[src/rtl/dlx_pkg.sv]
// Shared types and defaults for the DLX multicycle phase sequencer.
package dlx_pkg;

   typedef enum logic [2:0] {
      IDLE,
      IF_S,
      ID_S,
      EX_S,
      MEM_S,
      WB_S,
      HALTED,
      FAULT
   } phase_t;

   localparam int TIMEOUT_DEF = 15;
   localparam int TMR_W_DEF   = 4;

endpackage

[src/rtl/dlx_mem_timer.sv]
// Memory wait counter: counts unacknowledged request cycles and flags
// the cycle on which the count reaches TIMEOUT.
module dlx_mem_timer
   import dlx_pkg::*;
#(
   parameter int TIMEOUT = TIMEOUT_DEF,
   parameter int TMR_W   = TMR_W_DEF
) (
   input  logic clk_i,
   input  logic rst_i,
   input  logic clr_i,
   input  logic en_i,
   output logic expired_o
);

   localparam logic [TMR_W-1:0] LAST = TMR_W'(TIMEOUT - 1);

   logic [TMR_W-1:0] cnt_q;
   logic [TMR_W-1:0] cnt_d;

   always_comb begin
      cnt_d = cnt_q;
      if (clr_i) begin
         cnt_d = '0;
      end else if (en_i) begin
         cnt_d = cnt_q + 1'b1;
      end
   end

   always_ff @(posedge clk_i or posedge rst_i) begin
      if (rst_i) begin
         cnt_q <= '0;
      end else begin
         cnt_q <= cnt_d;
      end
   end

   // Fires on the cycle whose unacked wait would bring the count to TIMEOUT.
   assign expired_o = en_i & (cnt_q == LAST);

endmodule

[src/rtl/dlx_phase_seq.sv]
// DLX multicycle phase sequencer: IF/ID/EX/MEM/WB strobes, memory
// handshake, writeback gating, halt handling and retired count.
module dlx_phase_seq
   import dlx_pkg::*;
#(
   parameter int TIMEOUT = TIMEOUT_DEF,
   parameter int TMR_W   = TMR_W_DEF
) (
   input  logic        clk,
   input  logic        reset,
   input  logic        start,
   input  logic        halt_req,
   input  logic        is_mem,
   input  logic        writes_rd,
   input  logic        mem_ack,
   output logic        mem_req,
   output logic        mem_is_data,
   output logic        ir_load,
   output logic        pc_load,
   output logic        IF,
   output logic        ID,
   output logic        EX,
   output logic        MEM,
   output logic        WB,
   output logic        reg_s_enable,
   output logic        busy,
   output logic        bus_err,
   output logic [31:0] instret
);

   phase_t      state_q;
   phase_t      state_d;
   logic        halt_pend_q;
   logic        halt_pend_d;
   logic [31:0] instret_q;
   logic [31:0] instret_d;
   logic        expired;
   logic        tmr_clr;
   logic        tmr_en;

   assign tmr_clr = ~mem_req | mem_ack;
   assign tmr_en  = mem_req & ~mem_ack;

   dlx_mem_timer #(
      .TIMEOUT (TIMEOUT),
      .TMR_W   (TMR_W)
   ) u_timer (
      .clk_i     (clk),
      .rst_i     (reset),
      .clr_i     (tmr_clr),
      .en_i      (tmr_en),
      .expired_o (expired)
   );

   always_ff @(posedge clk or posedge reset) begin
      if (reset) begin
         state_q     <= IDLE;
         halt_pend_q <= 1'b0;
         instret_q   <= '0;
      end else begin
         state_q     <= state_d;
         halt_pend_q <= halt_pend_d;
         instret_q   <= instret_d;
      end
   end

   always_comb begin
      state_d     = state_q;
      halt_pend_d = halt_pend_q;
      instret_d   = instret_q;
      unique case (state_q)
         IDLE, HALTED: begin
            halt_pend_d = 1'b0;
            if (start) state_d = IF_S;
         end
         IF_S: begin
            if (halt_req) halt_pend_d = 1'b1;
            if (mem_ack) state_d = ID_S;
            else if (expired) state_d = FAULT;
         end
         ID_S: begin
            if (halt_req) halt_pend_d = 1'b1;
            state_d = EX_S;
         end
         EX_S: begin
            if (halt_req) halt_pend_d = 1'b1;
            state_d = is_mem ? MEM_S : WB_S;
         end
         MEM_S: begin
            if (halt_req) halt_pend_d = 1'b1;
            if (mem_ack) state_d = WB_S;
            else if (expired) state_d = FAULT;
         end
         WB_S: begin
            halt_pend_d = 1'b0;
            instret_d   = instret_q + 32'd1;
            state_d     = (halt_pend_q | halt_req) ? HALTED : IF_S;
         end
         FAULT: state_d = FAULT;
      endcase
   end

   always_comb begin
      mem_req      = 1'b0;
      mem_is_data  = 1'b0;
      ir_load      = 1'b0;
      pc_load      = 1'b0;
      IF           = 1'b0;
      ID           = 1'b0;
      EX           = 1'b0;
      MEM          = 1'b0;
      WB           = 1'b0;
      reg_s_enable = 1'b0;
      busy         = 1'b0;
      bus_err      = 1'b0;
      unique case (state_q)
         IF_S: begin
            IF      = 1'b1;
            busy    = 1'b1;
            mem_req = 1'b1;
            ir_load = mem_ack;
         end
         ID_S: begin
            ID   = 1'b1;
            busy = 1'b1;
         end
         EX_S: begin
            EX   = 1'b1;
            busy = 1'b1;
         end
         MEM_S: begin
            MEM         = 1'b1;
            busy        = 1'b1;
            mem_req     = 1'b1;
            mem_is_data = 1'b1;
         end
         WB_S: begin
            WB           = 1'b1;
            busy         = 1'b1;
            pc_load      = 1'b1;
            reg_s_enable = writes_rd;
         end
         FAULT: bus_err = 1'b1;
         IDLE, HALTED: ;
      endcase
   end

   assign instret = instret_q;

endmodule

[config.mk]
export PLATFORM = sky130hd
export DESIGN_NAME = dlx_phase_seq
export DESIGN_NICKNAME = d
export VERILOG_FILES = /design/src/rtl/dlx_pkg.sv /design/src/rtl/dlx_mem_timer.sv /design/src/rtl/dlx_phase_seq.sv
export SDC_FILE = /design/constraint.sdc
export NUM_CORES = 1
export LEC_CHECK = 0
export CAP_MARGIN = 5
export CORE_MARGIN = 2
export CORE_UTILIZATION = 45
export CTS_CLUSTER_DIAMETER = 60
export CTS_CLUSTER_SIZE = 20
export DETAILED_ROUTE_END_ITERATION = 16
export PLACE_DENSITY = 0.73
export SLEW_MARGIN = 25
export SYNTH_ARGS = -nofsm -noshare
export SYNTH_HDL_FRONTEND = slang
export SYNTH_SLANG_ARGS = --single-unit
[constraint.sdc]
create_clock -name clk -period 2.2 [get_ports clk]
set_input_delay 0.44 -clock clk [delete_from_list [all_inputs] [get_ports clk]]
set_output_delay 0.44 -clock clk [all_outputs]
set_load 0.01 [all_outputs]
==> reports/results.tsv <==
stage	metric	value	unit
status	outcome	finished, final reports clean	
cts	insertion_delay	0.29	ns
global_routing	overflow	0	
synthesis	ys_warn_count	0	
setup_path	cp_data_required_time	1.76	ns
place	dp_hpwl	2.87	mm
global_routing	antenna_found_initial	0	
pwr	p_leak	1.18	nW
detailed_routing	vias	1569	
cells_and_area	nNetsFinal	264	
sta	min_period_over_period	97.1	%
setup_path	rrSetupSlack	0.52	ns
worst_hold_path	hp-class	flip-flop to flip-flop	
floorplanning	placementRows	24	
flow_run	cap_violations	0	
cts	cts_tree	done	
cells_and_area	drive_gt1_share	14.1	%
setup_path	cp_top_family	buffers and inverters	
setup_path	path_max_fanout	6	
synthesis	ys_types	35	
synthesis	synth_cells	190	
detailed_routing	drt_iter0_drc	106	
place	gp_congestion	0.790	
synthesis	synth-seq-area-share	50.4	%
cts	cts_root_buffer	clkbuf_8	
floorplanning	die_area	4960	µm²
detailed_routing	drc_errors	0	
global_routing	track_usage	17.4	%
global_routing	grt_max_degree	41	
detailed_routing	post_drt_wl_per_cell	13.2	µm
sta	min_period	2.14	ns
sta	fin_setup_tns	0	ns
global_routing	grt_use_met1	22.6	%
setup_path	critical_path_class	flip-flop to output port	
global_routing	grt_pass1_wl	6.90	mm
synthesis	ys_ff_latch	40	
detailed_routing	ant_nets	0	
cts	clkTransAtPathRegs	0.07	ns
cells_and_area	syn_to_final_growth	37.1	%
sta	worst_slack	0.0645	ns
setup_path	slowest_delay	0.52	ns
pwr	finalPower	2.37	mW
global_routing	grt_pass1_vias	1507	
sta	setup_viol	0	
floorplanning	start_util	46.3	%
detailed_routing	vias_per_cell	5.11	
detailed_routing	drt-total-wl	4.06	mm
floorplanning	chipWidth	70.5	µm
sta	slew_headroom	67.0	%
cells_and_area	antenna_cells	0	
place	place_ws	0.126	ns
cells_and_area	fillCellCount	358	
place	port_buffers	50	
setup_path	critPathLaunchType	flip-flop	
floorplanning	io_pins	51	
setup_path	crit_chain	nand3b_1, inv_2, and2_1, clkdlybuf4s50_1	
cts	cts_buffers	5	
sta	finalHoldViolations	0	
sta	worst_hold_slack	0.468	ns
sta	finalMaxSlewViolations	0	
synthesis	netlist_area	1990	µm²
synthesis	post_synth.cell_area_avg	10.5	µm²
setup_path	critPathArrivalTime	1.70	ns
cts	cts_buffer_depth	2	
sta	fmaxAchievable	468	MHz
setup_path	critPathSlowestCell	clkdlybuf4s50_1	
pwr	vdd_drop_max	564	µV
cts	cts.sinks	40	
sta	skew	0.00775	ns
synthesis	synth_nets	200	
detailed_routing	drtPass1Iterations	4	
sta	worstMarginPinSlew	0.491	ns
setup_path	worstSetupEndpointType	output port	
global_routing	grtUsageMet3	4.91	%
cts	htreeDepth	2	
global_routing	top_usage_layer	met2	
global_routing	met2_usage	27.9	%
floorplanning	die_h	70.5	µm
sta	rsz0062_at_grt	yes	
pwr	power.density	869	nW/µm²
floorplanning	core	4290	µm²
setup_path	cp_num_buf_inv	2	
Yosys cell counts:
cell type  count  share of area, %
dfrtp_1       40                50
xnor2_1       29                13
nand4_1       16               5.0
nand2_1       14               2.6
nor2_1        13               2.5
nand3_1       11               2.8
a21oi_1        5               1.3
and2_1         5               1.6
inv_1          5              0.94
nor3_1         5               1.3
and3_1         4               1.3
o21ai_0        4               1.0
xor2_1         4               1.8
and4_1         3               1.3
buf_4          3               1.1
clkbuf_1       3              0.57
ha_1           3               1.9
nor2b_1        3              0.94
a211oi_1       2              0.76
nand4_2        2               1.3
nor2_2         2              0.63
a21boi_0       1              0.38
a221o_1        1              0.50
a31oi_1        1              0.32
and3_2         1              0.38
buf_6          1              0.57
nand2b_1       1              0.32
nand3b_1       1              0.38
nand4b_1       1              0.44
nor3b_1        1              0.38
nor4_4         1               1.1
o22a_1         1              0.44
o32ai_1        1              0.44
or3_1          1              0.32
or3b_2         1              0.44
sequential cells by signal, summed over array words and instances (netlist names):
name and flops:
instret 32, u_timer.cnt_q 4, halt_pend_q 1, state_q 3
final timing paths:
check / from / endpoint / cells past startpoint
worst max-delay path: state_q[1] / reg_s_enable / 4
worst min-delay path: instret[31] / instret[31] / 1
worst max register to register: state_q[1] / instret[11] / 5
worst min register to register: instret[31] / instret[31] / 1
max in group asynchronous: reset / state_q[1] / 3
min in group asynchronous: reset / instret[22] / 3
cells in the final DEF (no fill, tap or decap), types with 2 or more instances in the layout:
master	netlist	final
ha_1	3	3
clkbuf_8	0	5
a211oi_1	2	2
o21ai_0	4	4
and2_1	5	5
nand4_1	16	16
xnor2_1	29	29
nor2b_4	0	2
nor3_1	5	5
dfrtp_2	0	3
and3_1	4	4
nand3_1	11	11
nand2_1	14	14
nor2_1	13	13
clkinv_2	0	2
nand4_2	2	2
a21oi_1	5	5
nor2_2	2	2
xor2_1	4	4
buf_4	3	13
dfrtp_1	40	37
clkdlybuf4s50_1	0	49
inv_1	5	4
and4_1	3	3
metrics by stage:
stage	std cells	area, µm²	util (%)
6_report	307	2720	63.4
5_1_grt	307	2720	63.4
4_1_cts	302	2680	62.3
3_5_place_dp	292	2560	59.6
3_3_place_gp	292	2560	59.6
2_1_floorplan	190	1990	-
area by class of cell:
type	count	area (µm²)	area share, %
Timing Repair Buffer	64	606	22.2
Inverter	5	18.8	0.689
Clock buffer	5	68.8	2.53
Multi-Input combinational cell	138	942	34.6
Tap cell	52	65.1	2.39
Sequential cell	40	1000	36.9
Clock inverter	3	18.8	0.689
logic make-up after synthesis:
kind of cell               after synthesis  share of synthesized area (%)
xor gates and xnor gates                33                           14.5
buffers and inverters                   12                           3.21
and+or+nand+nor                         86                           24.9
AOI/OAI and AO/OA                       16                           5.10
adders and majority gates                3                           1.89
DFF                                     40                           50.4
routing by layer:
layer  routed length [µm]  vias up
li1                     -      795
met3                  165        6
met1                 1900      736
met5                    0        -
met4                   45        0
met2                 1950       32
timing repair:
item | in CTS | in global routing
setup buffers | 2 | 5
hold buffers | 0 | 0
pin swaps | 0 | 0
endpoints found under the setup margin | 5 | 3
resized for setup | 7 | 3
report_power, final:
group | leakage [nW] | total, mW | internal, mW | switching [mW]
Clock | 0.0479 | 0.475 | 0.221 | 0.254
Sequential | 0.539 | 0.965 | 0.826 | 0.139
Combinational | 0.597 | 0.927 | 0.523 | 0.404
No activity file was read; power rests on OpenSTA's default activity.
